File: src/rtl/scanner_pkg.sv
// Shared definitions for the mux32 scanner.
// Holds the scanner state encoding, the number of mux inputs, the select
// width and the settle-counter width.
package scanner_pkg;

  localparam int N_INPUTS = 32;
  localparam int SELECT_W = 5;
  localparam int CNT_W    = 4;

  typedef enum logic [1:0] {
    IDLE = 2'd0,
    SCAN = 2'd1,
    DONE = 2'd2
  } state_t;

endpackage : scanner_pkg

File: src/rtl/mux32_scanner.sv
// Walks an external 32:1 mux through all of its select values and assembles
// the sampled bits into a 32-bit word. Each select value is held for
// SETTLE_CYCLES cycles. The bit is sampled on the last edge of that window.
// The finished word is presented with valid until the consumer takes it
// with ready.
// Ports:
//   clk      system clock, rising edge
//   rst      asynchronous active-low reset
//   start    one-cycle request to begin a scan (honoured only in IDLE)
//   select   mux select being driven
//   mux_out  mux output bit
//   word     assembled result, bit i = mux_out sampled with select == i
//   valid    word complete and held
//   ready    consumer accepts word (honoured only in DONE)
//   busy     scan in progress
module mux32_scanner
  import scanner_pkg::*;
#(
  parameter int SETTLE_CYCLES = 1
) (
  input  logic                clk,
  input  logic                rst,
  input  logic                start,
  output logic [SELECT_W-1:0] select,
  input  logic                mux_out,
  output logic [31:0]         word,
  output logic                valid,
  input  logic                ready,
  output logic                busy
);

  localparam logic [CNT_W-1:0]    RELOAD   = CNT_W'(SETTLE_CYCLES - 1);
  localparam logic [SELECT_W-1:0] LAST_SEL = SELECT_W'(N_INPUTS - 1);

  state_t                r_state;
  logic [SELECT_W-1:0]   r_select;
  logic [CNT_W-1:0]      r_cnt;
  logic [N_INPUTS-1:0]   r_word;

  state_t                w_state_nxt;
  logic [SELECT_W-1:0]   w_select_nxt;
  logic [CNT_W-1:0]      w_cnt_nxt;
  logic [N_INPUTS-1:0]   w_word_nxt;

  always_ff @(posedge clk or negedge rst) begin
    if (!rst) begin
      r_state  <= IDLE;
      r_select <= '0;
      r_cnt    <= '0;
      r_word   <= '0;
    end else begin
      r_state  <= w_state_nxt;
      r_select <= w_select_nxt;
      r_cnt    <= w_cnt_nxt;
      r_word   <= w_word_nxt;
    end
  end

  always_comb begin
    w_state_nxt  = r_state;
    w_select_nxt = r_select;
    w_cnt_nxt    = r_cnt;
    w_word_nxt   = r_word;
    case (r_state)
      IDLE: begin
        w_select_nxt = '0;
        if (start) begin
          w_state_nxt = SCAN;
          w_cnt_nxt   = RELOAD;
          w_word_nxt  = '0;
        end
      end
      SCAN: begin
        if (r_cnt != '0) begin
          w_cnt_nxt = r_cnt - 1'b1;
        end else begin
          // Capture edge: the select has been stable for the full window.
          w_word_nxt[r_select] = mux_out;
          if (r_select != LAST_SEL) begin
            w_select_nxt = r_select + 1'b1;
            w_cnt_nxt    = RELOAD;
          end else begin
            // Select stays at 31 while the word is presented.
            w_state_nxt = DONE;
          end
        end
      end
      DONE: begin
        if (ready) begin
          w_state_nxt  = IDLE;
          w_select_nxt = '0;
          w_cnt_nxt    = '0;
        end
      end
      default: begin
        w_state_nxt  = IDLE;
        w_select_nxt = '0;
        w_cnt_nxt    = '0;
      end
    endcase
  end

  assign select = r_select;
  assign word   = r_word;
  assign valid  = (r_state == DONE);
  assign busy   = (r_state == SCAN);

endmodule : mux32_scanner
File: config.mk
export PLATFORM = sky130hd
export DESIGN_NAME = mux32_scanner
export DESIGN_NICKNAME = d
export VERILOG_FILES = /design/src/rtl/scanner_pkg.sv /design/src/rtl/mux32_scanner.sv
export SDC_FILE = /design/constraint.sdc
export NUM_CORES = 1
export LEC_CHECK = 0
export ABC_AREA = 1
export BUFFER_PORTS_ARGS = -buffer_cell sky130_fd_sc_hd__buf_4
export CORE_ASPECT_RATIO = 0.7
export CORE_UTILIZATION = 40
export CTS_BUF_LIST = sky130_fd_sc_hd__clkbuf_8 sky130_fd_sc_hd__clkbuf_16
export CTS_CLUSTER_SIZE = 10
export DETAILED_ROUTE_END_ITERATION = 16
export GPL_TIMING_DRIVEN = 0
export PLACE_DENSITY = 0.68
export SYNTH_ARGS = -nofsm -noshare
export SYNTH_HDL_FRONTEND = slang
export SYNTH_SLANG_ARGS = --single-unit
File: constraint.sdc
create_clock -name clk -period 1.8 [get_ports clk]
set_input_delay 0.18 -clock clk [delete_from_list [all_inputs] [get_ports clk]]
set_output_delay 0.18 -clock clk [all_outputs]
set_load 0.05 [all_outputs]
==> results <==
- The data required time of the critical path is 1980 ps.
- The number of antenna diodes in the final layout is 0.
- The post-route fraction of the period consumed by the critical path is 91.99%.
- Relative to the synthesized area, the layout overhead comes to 20.49%.
- In this run the deepest clock path goes through 2 buffers.
- The worst hold slack after final layout is 115.8 ps.
- The number of design-rule violations left by the first detailed-router iteration is 106.
- Among all flip-flop cells after synthesis, the most frequent one is sky130_fd_sc_hd__dfrtp_1.
- For this design, the sink count on the clock tree is 43.
- The total nets after synthesis is 383.
- The path with the worst hold slack has its endpoint at r_state[0].
- The CTS tree is yes.
- The final weighted congestion in routability-driven placement is 0.8068.
- The final hold violation count is 0.
- In this run the vertical extent of the chip is 68.84 um.
- The total power density per cell area is 1851 nW/um^2.
- Before CTS, the worst setup slack after placement is -132.8 ps.
- The destination of the worst register-to-register timing path is select[3].
- Using the TritonRoute via totals, the vias-per-cell ratio works out to 4.620.
- The hold path startpoint is start.
- The floorplan row count is 23.
- The final wirelength is 5624 um.
- The floorplan core area is 5928 um^2.
- The post-route netlist has 19.43% of its cells at a drive strength greater than 1.
- The finished cells cover 3075 um^2.
- The timing-limited maximum frequency is 0.6039 GHz.
- Summed over all layers, the global routing overflow is 0.
- The via count of the first global-routing pass is 2162.
- The top cell types in the final layout, fill and taps aside, are sky130_fd_sc_hd__nand2_1 (188), sky130_fd_sc_hd__inv_1 (46), sky130_fd_sc_hd__buf_4 (46), sky130_fd_sc_hd__dfrtp_1 (41), sky130_fd_sc_hd__nand4_1 (19).
- At the pin with the least slew margin, the transition time is 553.3 ps.
- Setup violations remaining at the end of the flow were counted as 0.
- The clock edge transition at the registers on the reported setup and hold paths is 90 ps.
- The total track usage is 18.76%.
- Summing all placed instances gives a cell area of 2972 um^2.
- The wire length of the first global-routing pass is 10010 um.
- The min-delay analysis places its worst path in the category primary input to flip-flop.
- In the post-synthesis netlist, the biggest area contributors are sky130_fd_sc_hd__dfrtp_1 (42%), sky130_fd_sc_hd__nand2_1 (28%), sky130_fd_sc_hd__inv_1 (6.5%).
- The library cell used most frequently in the layout, excluding fill and tap cells, is sky130_fd_sc_hd__nand2_1.
- Along the worst path, the maximum fanout reaches 10.
- The number of antenna violations at the first check in global routing was 0.
- The flow ran to the end, and the final reports show no timing, DRC or antenna violations.
- The routed via count is 2296.
- Across all register-to-register paths, the minimum setup slack is 140 ps.
- The average size of a mapped cell is 6.880 um^2.
- The finished layout holds 497 standard cells, fillers aside.
- Once detail routing completed, the nets flagged for antenna violations numbered 0.
- For this configuration, the core starts out at a cell density of 43.06%.
- The share of flip-flops with an asynchronous set or reset is 100.0%.
- The worst-case clock skew is 10.91 ps.
- The final routed DRC violation total is 0.
- The number of nets in the finished design is 433.
- The count of H-tree levels built during CTS is 2.
- Synthesis handed over a netlist of 371 instances.
- The setup fix buffers added after clock tree synthesis is 0.
- The final max-slew violation count is 0.
- The number of buffers created by CTS is 5.
- The number of max-capacitance violations reported is 0.
- The synthesized design spends more area on one cell type than any other, namely sky130_fd_sc_hd__dfrtp_1.
- The number of search-and-repair iterations in the first detailed-routing pass is 4.
- The capturing element type of the critical path is a flip-flop.
- After detailed routing, the average wire length per cell comes to 11.32 um.
- The largest net degree at the start of global routing is 44.
- Including well taps, the total number of placed cells is 489.
- The share of the Yosys chip area taken by registers is 42.16%.
- The sequential cells in the finished layout cover a total of 1079 um^2.
- Port buffering added 43 buffers.
- The die outline width is 97.48 um.
- The worst hold path passes through 3 cells.
- The number of flops mapped to enable cells by yosys is 0.
- In the post-route analysis, the smallest setup slack over all paths is 144.1 ps.
- Summing every instance area after synthesis gives 2552 um^2.
- Summing all multi-input logic gate instances after layout gives 1200 um^2.
- The portion of synthesized cell area occupied by the leading cell type is 42.16%.
- The number of placed I/O pins is 44.
- The die covers 6710 um^2.
- VDD sags by at most 0.001330 V.
- For the worst-skew pair, the clock arrives at the later sink with an insertion delay of 300 ps.
- The type of origin of the critical path is a flip-flop.
- For this run, the number of Yosys warnings is 0.
- The static power due to leakage is 2.017 nW.
- The count of different cell masters after synthesis is 19.
- The number of cells traversed by the worst register-to-register path is 8.
- CTS placed an instance of sky130_fd_sc_hd__clkbuf_8 at the clock tree root.
- The startpoint-to-endpoint class of the critical path is flip-flop to flip-flop.
- The detailed placer's ending HPWL is 4041 um.
- The filler cells instantiated in the layout total 584.
- The number of storage elements in the synthesis netlist is 43.
- The time the worst path needs with I/O delays and setup is 1656 ps.
- The worst path arrival time is 1830 ps.
- The worst reg2reg path startpoint is select[0].
- The worst slew slack as a fraction of its limit is 63.11%.
==> worst max-delay path by stage <==
stage | start | end | depth (start not counted)
2_1_floorplan | select[1] | select[0] | 8
3_3_place_gp | select[0] | r_cnt[3] | 9
3_5_place_dp | select[0] | r_cnt[3] | 9
4_1_cts | select[0] | select[1] | 7
5_1_grt | select[0] | r_cnt[3] | 8
6_report | select[0] | select[3] | 8
==> synth_stat cells, drive strengths merged (2+ instances only) <==
cell and instances:
nand2 195, dfrtp 43, o21ai 9, clkinv 2
inv 44, clkbuf 4, buf 15, nand3 16
ha 7, nand4 19, nor2 14
==> metal layers <==
| metal | track usage [%] | wire [um] | vias to the layer above |
|---|---|---|---|
| met1 | 26.07 | 2999 | 1018 |
| met2 | 29.63 | 2321 | 43 |
| li1 | - | - | 1227 |
| met4 | 5.515 | 45 | 0 |
| met5 | 0 | 0 | - |
| met3 | 4.234 | 257 | 8 |
==> worst max-delay path, cell delays in order, from the launching register on <==
cell	delay [ps]
sky130_fd_sc_hd__dfrtp_2	480
sky130_fd_sc_hd__ha_4	220
sky130_fd_sc_hd__inv_1	120
sky130_fd_sc_hd__nor2_1	70
sky130_fd_sc_hd__ha_1	210
sky130_fd_sc_hd__nand2_1	90
sky130_fd_sc_hd__nand3_2	170
sky130_fd_sc_hd__nand2_1	90
sky130_fd_sc_hd__o21ai_0	80
==> power by group <==
group	total, mW	switching [mW]	internal, mW
logic	3.57	2.49	1.08
registers	1.53	0.253	1.28
clock network	0.591	0.329	0.262
==> logic make-up (layout without fill, tap and decap cells) <==
kind of cell | Yosys count | count (layout) | share of synthesized area, %
simple gates | 246 | 246 | 40.98
flops | 43 | 43 | 42.16
xor+xnor | 1 | 1 | 0.3432
fa+ha+maj | 7 | 7 | 3.431
buf+inv | 65 | 116 | 11.32
compound gates | 9 | 9 | 1.765
==> cell type report <==
cell class | instances | area share (%)
inverter | 46 | 5.614
buffer | 18 | 3.784
tap | 75 | 3.051
multi-input combinational | 263 | 39.02
timing repair buffer | 44 | 10.82
clock inverter | 3 | 0.4068
clock buffer | 5 | 2.238
sequential | 43 | 35.07
==> state kept, by name, summed over array words and instances, names as in the netlist <==
name,count
r_state,2
word,32
r_cnt,4
select,5
==> repair_timing <==
| action | CTS | global route |
|---|---|---|
| gates resized for setup | 1 | 7 |
| hold buffers | 1 | 0 |
| hold endpoints to repair | 43 | 0 |
| setup endpoints to repair | 9 | 9 |
==> metrics by stage <==
stage            TNS, ps  util, %  total power, mW
2_1_floorplan          0        -            4.118
3_3_place_gp      -838.5    50.13            5.047
3_5_place_dp       -1088    50.13            5.087
4_1_cts                0    51.65            5.712
5_1_grt        -0.007105    51.88            6.182
6_report               0    51.88            5.691
No activity file was read; power rests on OpenSTA's default activity.
